$ cat config.mk
export PLATFORM = sky130hd
export DESIGN_NAME = wb_arbiter3
export DESIGN_NICKNAME = d
export VERILOG_FILES = /design/src/rtl/wb_arbiter3.sv
export SDC_FILE = /design/constraint.sdc
export NUM_CORES = 1
export LEC_CHECK = 0
export CAP_MARGIN = 5
export CORE_AREA = 2 2 39 41
export DETAILED_ROUTE_END_ITERATION = 16
export DIE_AREA = 0 0 41 43
export PLACE_DENSITY = 0.69
export SLEW_MARGIN = 10
export SYNTH_ARGS = -nofsm -noshare
export SYNTH_HDL_FRONTEND = slang
export SYNTH_SLANG_ARGS = --single-unit
$ cat constraint.sdc
create_clock -name clk -period 1.91 [get_ports clk]
set_input_delay 0.191 -clock clk [delete_from_list [all_inputs] [get_ports clk]]
set_output_delay 0.191 -clock clk [all_outputs]
set_load 0.02 [all_outputs]
$ cat src/rtl/wb_arbiter3.sv
// Round-robin arbiter for the 3-input write-back mux: registered one-hot grant plus mux select.
// Define WB_ARB3_HOLD_LIMIT_EN to compile in the MAX_HOLD preemption of a contended owner.
module wb_arbiter3 #(
   parameter int MAX_HOLD = 8
) (
   input  logic       clk,
   input  logic       reset_n,
   input  logic [2:0] req,
   output logic [2:0] gnt,
   output logic [1:0] sel,
   output logic       busy,
   output logic [1:0] owner
);

   typedef enum logic {
      IDLE,
      GRANT
   } state_t;

   if (MAX_HOLD < 2) begin : g_max_hold_chk
      $error("MAX_HOLD must be at least 2");
   end

   state_t     state_q;
   logic [2:0] gnt_q;
   logic [1:0] owner_q;
   logic [1:0] last_q;

`ifdef WB_ARB3_HOLD_LIMIT_EN
   localparam int CW = $clog2(MAX_HOLD);
   logic [CW-1:0] cnt_q;
`endif

   logic [2:0] cand;
   logic       leave;
   logic       win_vld;
   logic [1:0] win_idx;

   // First set bit of r, searching from last+1 and wrapping through 2 -> 0 -> 1.
   function automatic logic [2:0] rr_pick(input logic [2:0] r, input logic [1:0] last);
      logic [2:0] res;
      logic [1:0] idx;
      res = '0;
      for (int k = 3; k >= 1; k--) begin
         idx = 2'((int'(last) + k) % 3);
         if (r[idx]) res = {1'b1, idx};
      end
      return res;
   endfunction

   always_comb begin
      // NOTE: every always_comb output gets a default first so no path leaves it unassigned (no latch).
      cand  = req;
      leave = 1'b1;
      if (state_q == GRANT) begin
         cand  = req & ~gnt_q;
         leave = ~req[owner_q];
`ifdef WB_ARB3_HOLD_LIMIT_EN
         if (cnt_q == CW'(MAX_HOLD - 1) && cand != 3'b000) leave = 1'b1;
`endif
      end
   end

   assign {win_vld, win_idx} = rr_pick(cand, last_q);

   // NOTE: sequential state uses non-blocking assignments only, so every register sees pre-edge values.
   always_ff @(posedge clk or negedge reset_n) begin
      if (!reset_n) begin
         state_q <= IDLE;
         gnt_q   <= 3'b000;
         owner_q <= 2'd0;
         last_q  <= 2'd2;
`ifdef WB_ARB3_HOLD_LIMIT_EN
         cnt_q   <= '0;
`endif
      end else if (leave) begin
         if (win_vld) begin
            state_q <= GRANT;
            gnt_q   <= 3'b001 << win_idx;
            owner_q <= win_idx;
            last_q  <= win_idx;
`ifdef WB_ARB3_HOLD_LIMIT_EN
            cnt_q   <= '0;
`endif
         end else begin
            // Owner and select hold their values so the mux never moves without a grant.
            state_q <= IDLE;
            gnt_q   <= 3'b000;
         end
      end else begin
`ifdef WB_ARB3_HOLD_LIMIT_EN
         if (cnt_q != CW'(MAX_HOLD - 1)) cnt_q <= cnt_q + 1'b1;
`endif
      end
   end

   assign gnt   = gnt_q;
   assign sel   = owner_q;
   assign busy  = (state_q == GRANT);
   assign owner = owner_q;

endmodule

* Word level (Yosys, flattened, before mapping)
Cells that the tools add are included.
** Word-level totals
- Flip-flop bits (word level) :: 8
- Bits in latches :: 0
- Memory bits (writable) :: 0
- ROM bits :: 0
- Input port bits :: 5
- Output and inout bits :: 8
- Memories :: 0
** Operators by class
- Add/sub/neg operators :: 3
- Multipliers :: 0
- Divide/modulo/power cells :: 3
- $lt $le $gt $ge :: 4
- Eq/ne operators :: 0
- Shift operators :: 1
- Mux-type cells :: 15
- Bitwise logic cells :: 3
- Reduce and logical (&&, ||, !) cells :: 1
** Operators by type and width (number)
- 32-bit by 3-bit modulo with 32-bit output (second input constant) :: 3
- 3-bit two-way mux :: 5
- 2-bit by 3-bit less-than comparator with 1-bit output (second input constant) :: 4
- 1-bit binary-select mux with 2-bit select :: 4
- 2-bit by 2-bit adder with 3-bit output (second input constant) :: 2
- 1-bit two-way mux :: 6
- 2-bit by 1-bit adder with 3-bit output (second input constant) :: 1
- 3-bit AND :: 1
- 3-bit inverter :: 1
- 1-bit by 2-bit left shift with 3-bit output (first input constant) :: 1
- 2-bit AND reduction :: 1
- 1-bit inverter :: 1

* Logic depth before layout (Yosys ltp)
- Word-level depth :: 10
- Gate-level depth with buffers :: 8
- Gate-level depth less buffers :: 7

* Least setup slack after synthesis
No wires, ideal clock.
- Path type :: register to register
- Start :: register last_q[1]
- End :: register owner_q[0] (netlist: owner[0])
- Library setup time :: 0.125 ns
- Arrival time :: 1.790 ns
- Data required time :: 1.785 ns
- Setup slack :: -0.005 ns
- Cell stages (with the launch flop) :: 9
- Path through :: dfstp_2 inv_1 ha_1 nand3_1 o31ai_2 a31oi_1 and4_1 buf_6 mux2_4
** On the way
- Longest elaborated chain between the ends :: 8
- Elaborated cells on any way between the ends :: 16
** Ends and longest elaborated chain
- from (decl) :: RTL line 27 : logic [1:0] last_q;
- from (signal assigned) :: RTL line 81 : last_q <= win_idx;
- 2-bit by 2-bit adder with 3-bit output :: RTL line 45 : idx = 2'((int'(last) + k) % 3);
- 32-bit by 3-bit modulo with 32-bit output :: RTL line 45
- 1-bit binary-select mux with 2-bit select :: RTL line 46 : if (r[idx]) res = {1'b1, idx};
- 1-bit two-way mux (not written as such) :: RTL line 46
- 3-bit two-way mux (2 in a row) :: RTL line 46
- 3-bit two-way mux (*) :: RTL line 46
- 2-bit AND reduction (no source line)
- to (signal assigned) :: RTL line 80 : owner_q <= win_idx;
- to (decl) :: RTL line 26 : logic [1:0] owner_q;
Every way passes the cells marked *; elsewhere a longest branch is shown, timed or not. The select of a mux whose other input is x is not followed.
A chain may end at the register's enable or synchronous reset.

* Worst setup path after layout
Ends and elaborated chain as after synthesis.

==> summary.md <==
| Metric | Value |
|---|---|
| Worst setup path start | last_q[1]$_DFFE_PN1P_ |
| Setup violators final | 0 |
| Critical Path Slowest Stage Cell | dfstp_2 |
| Nets@finish | 81 |
| Worst setup path class | register to register |
| CTS max path bufs | 2 |
| CP Max Fanout | 5 |
| IO Count | 13 |
| Post-Synthesis Cells | 48 |
| Final estimated routing congestion in global placement | 0.781 |
| TritonCTS Sinks | 7 |
| Synth Area in XOR/XNOR | 0% |
| Worst slew pin tran | 0.312 ns |
| CTS tree | built |
| Cell Chain, Critical Path | inv_2, ha_4, nand3_4, o31ai_2, a31oi_1, and4_4, mux2_4 |
| P&R area growth vs syn | 53.1% |
| Die ar. | 1760 sq um |
| Main combinational cell family by area after synthesis | compound AO/OA/AOI/OAI gates |
| Fraction of layout cells with a size suffix above 1 | 50.7% |
| Share of the synthesized area in the top cell type | 28.6% |
| Die width | 41 microns |
| HP Class | input pin to asynchronous set/reset pin |
| #FFs+latches synth | 7 |
| H-tree levels | 1 |
| Antenna cells | 0 |
| GRT overflow | 0 |
| Post-DRT Antenna Nets | 0 |
| CP arrival | 2.03 ns |
| Reg2reg setup slack | 0.004 ns |
| Worst setup skew after layout | 0.00168 ns |
| Min Tclk post-route | 1.91 ns |
| DR WL/cell | 15.0 microns |
| Vias | 482 |
| Rel. slew slack | 79.2% |
| YS warnings | 0 |
| R2R Path End | owner[0]$_DFFE_PN0P_ |
| Worst VDD drop | 0.984 mV |
| Clk Latency, worst-skew pair | 0.25 ns |
| DRC violations left | 0 |
| Sequential element share of the synthesized area | 33.6% |
| Row count | 14 |
| Mux cell area share after synthesis | 10.7% |
| Status | finished clean |
| Max-Cap Viols | 0 |
| Most frequent cells in the layout | 12 x clkdlybuf4s50_1, 12 x buf_4, 6 x dfrtp_1 |
| Vias in the first global route | 446 |
| Setup slack at placement | -0.136 ns |
| Post-Synth Simple-Gate Area | 10.0% |
| CTS Buf Count | 3 |
| Initial antenna violation count | 0 |
| Synth Area in Compound Gates | 32.4% |
| RSZ-0062 raised after global routing | true |
| Port buffer count | 12 |
| Worst setup EP type | register |
| Area leader, netlist | dfrtp_1 |
| Filler cells | 131 |
| CTS clock-pin slew for the worst setup and hold paths | 0.05 ns |
| Starting Density | 38.0% |
| Syn Std Cell Area | 526 sq um |
| Drt via density | 5.42 |
| Largest net degree at the start of global routing | 8 |
| Critical Path RT | 2.04 ns |
| Detailed placer's ending HPWL | 931 microns |
| Fmax | 525 MHz |
| First-pass GRT wire length | 2030 microns |
| CP max stage delay | 0.57 ns |
| Die span in y | 43 microns |
| Placed inst area | 717 sq um |
| Drt total wl | 1330 microns |
| Fin area | 805 sq um |
| Top post-synthesis cells by area | dfrtp_1 29%, mux2_4 8.6%, a22o_2 5.7%, a2111oi_4 5.2%, dfstp_2 5.0% |
| LEAKAGE | 0.347 nW |
| Drt first pass iters | 4 |
| Overall Global Routing Usage | 17.5% |
| DR iter-0 viols | 12 |
| Mean Syn Cell Area | 10.9 sq um |
| Core ar. | 1380 sq um |
| Reg2reg path depth | 7 |
| CP top delay family | flip-flops |
| Buffers plus inverters on the worst setup path | 1 |
| Setup WS post-layout | 0.00370 ns |
| Critical Path Source Type | register |
| Power Dens Cells | 1770 nW/um^2 |
| Final max-slew violation count | 0 |
| Unique masters post-synth | 24 |
| Post-Synth Adder-Cell Area | 4.76% |
| CTS root buf | clkbuf_4 |
| Endpoints failing hold | 0 |
| Period utilisation layout | 99.8% |
| Total negative slack | 0 ns |
| Syn Nets | 55 |
| Reg-to-Reg Start | last_q[1]$_DFFE_PN1P_ |
## layer usage
metal	global-route usage, %	vias up	share of wire [%]
met5	0	-	0
met4	2.00	0	0
met3	7.85	0	6.0
met2	27.5	15	52
met1	22.1	234	42
li1	-	233	-
## report_power, final
part / switching (W) / internal (W) / leakage, nW / total, W
combinational: 0.000453 / 0.000564 / 0.246 / 0.00102
sequential: 0.0000673 / 0.000211 / 0.0857 / 0.000278
clock: 0.0000507 / 0.0000795 / 0.0150 / 0.000130
total: 0.000571 / 0.000854 / 0.347 / 0.00142
## cells in the mapped netlist
cell       n
a2111oi_4  1
a211oi_1   1
a21bo_2    2
a21boi_2   2
a21o_2     1
a22o_2     3
a31oi_1    1
and4_1     1
buf_4      3
buf_6      1
dfrtp_1    6
dfstp_2    1
ha_1       2
inv_1      3
mux2_2     1
mux2_4     3
nand2_1    2
nand3_1    3
nor2_1     3
nor3_1     2
o211a_1    1
o211ai_1   2
o21ai_0    2
o31ai_2    1
## logic make-up (layout without fill, tap and decap cells)
group / after synthesis / count (layout)
buf+inv: 7 / 32
simple gates: 11 / 11
flops: 7 / 7
mux: 4 / 4
compound gates: 17 / 17
fa+ha+maj: 2 / 2
## what timing repair did
| item | in CTS | in global routing |
|---|---|---|
| hold buffers | 0 | 0 |
| pin swaps | 1 | 3 |
| buffers inserted | 0 | 2 |
| setup endpoints to repair | 5 | 3 |
| gates resized for setup | 5 | 5 |
## registers in the layout, summed over array words and instances, names as in the netlist
register	flops
owner	2
busy	1
gnt	3
last_q	1
## stage by stage
stage | instances | total power [W] | hold WS, ns | util [%]
finish | 89 | 0.00142 | 0.202 | 58.1
global route | 89 | 0.00153 | 0.213 | 58.1
CTS | 87 | 0.00134 | 0.205 | 55.2
detailed placement | 83 | 0.00114 | 0.470 | 51.8
global placement | 83 | 0.00113 | 0.482 | 51.8
floorplan | 48 | 0.000852 | -0.105 | -
## how the worst max path moves through the flow
| stage | to | cells after the start |
|---|---|---|
| 3_3_place_gp | owner[1]$_DFFE_PN0P_ | 6 |
| 3_5_place_dp | owner[0]$_DFFE_PN0P_ | 6 |
| 5_1_grt | owner[1]$_DFFE_PN0P_ | 7 |
| 2_1_floorplan | owner[0]$_DFFE_PN0P_ | 8 |
| 6_report | owner[0]$_DFFE_PN0P_ | 7 |
| 4_1_cts | owner[0]$_DFFE_PN0P_ | 7 |
## area by class of cell
cell class	count	area (sq um)	share of cell area, %
flip-flops and latches	7	176	21.9
well taps	16	20.0	2.49
inverters	3	11.3	1.40
clock buffers	4	26.3	3.27
multi-input cells	34	349	43.4
repair buffers	25	221	27.5
Power figures use the tool's default switching activity.
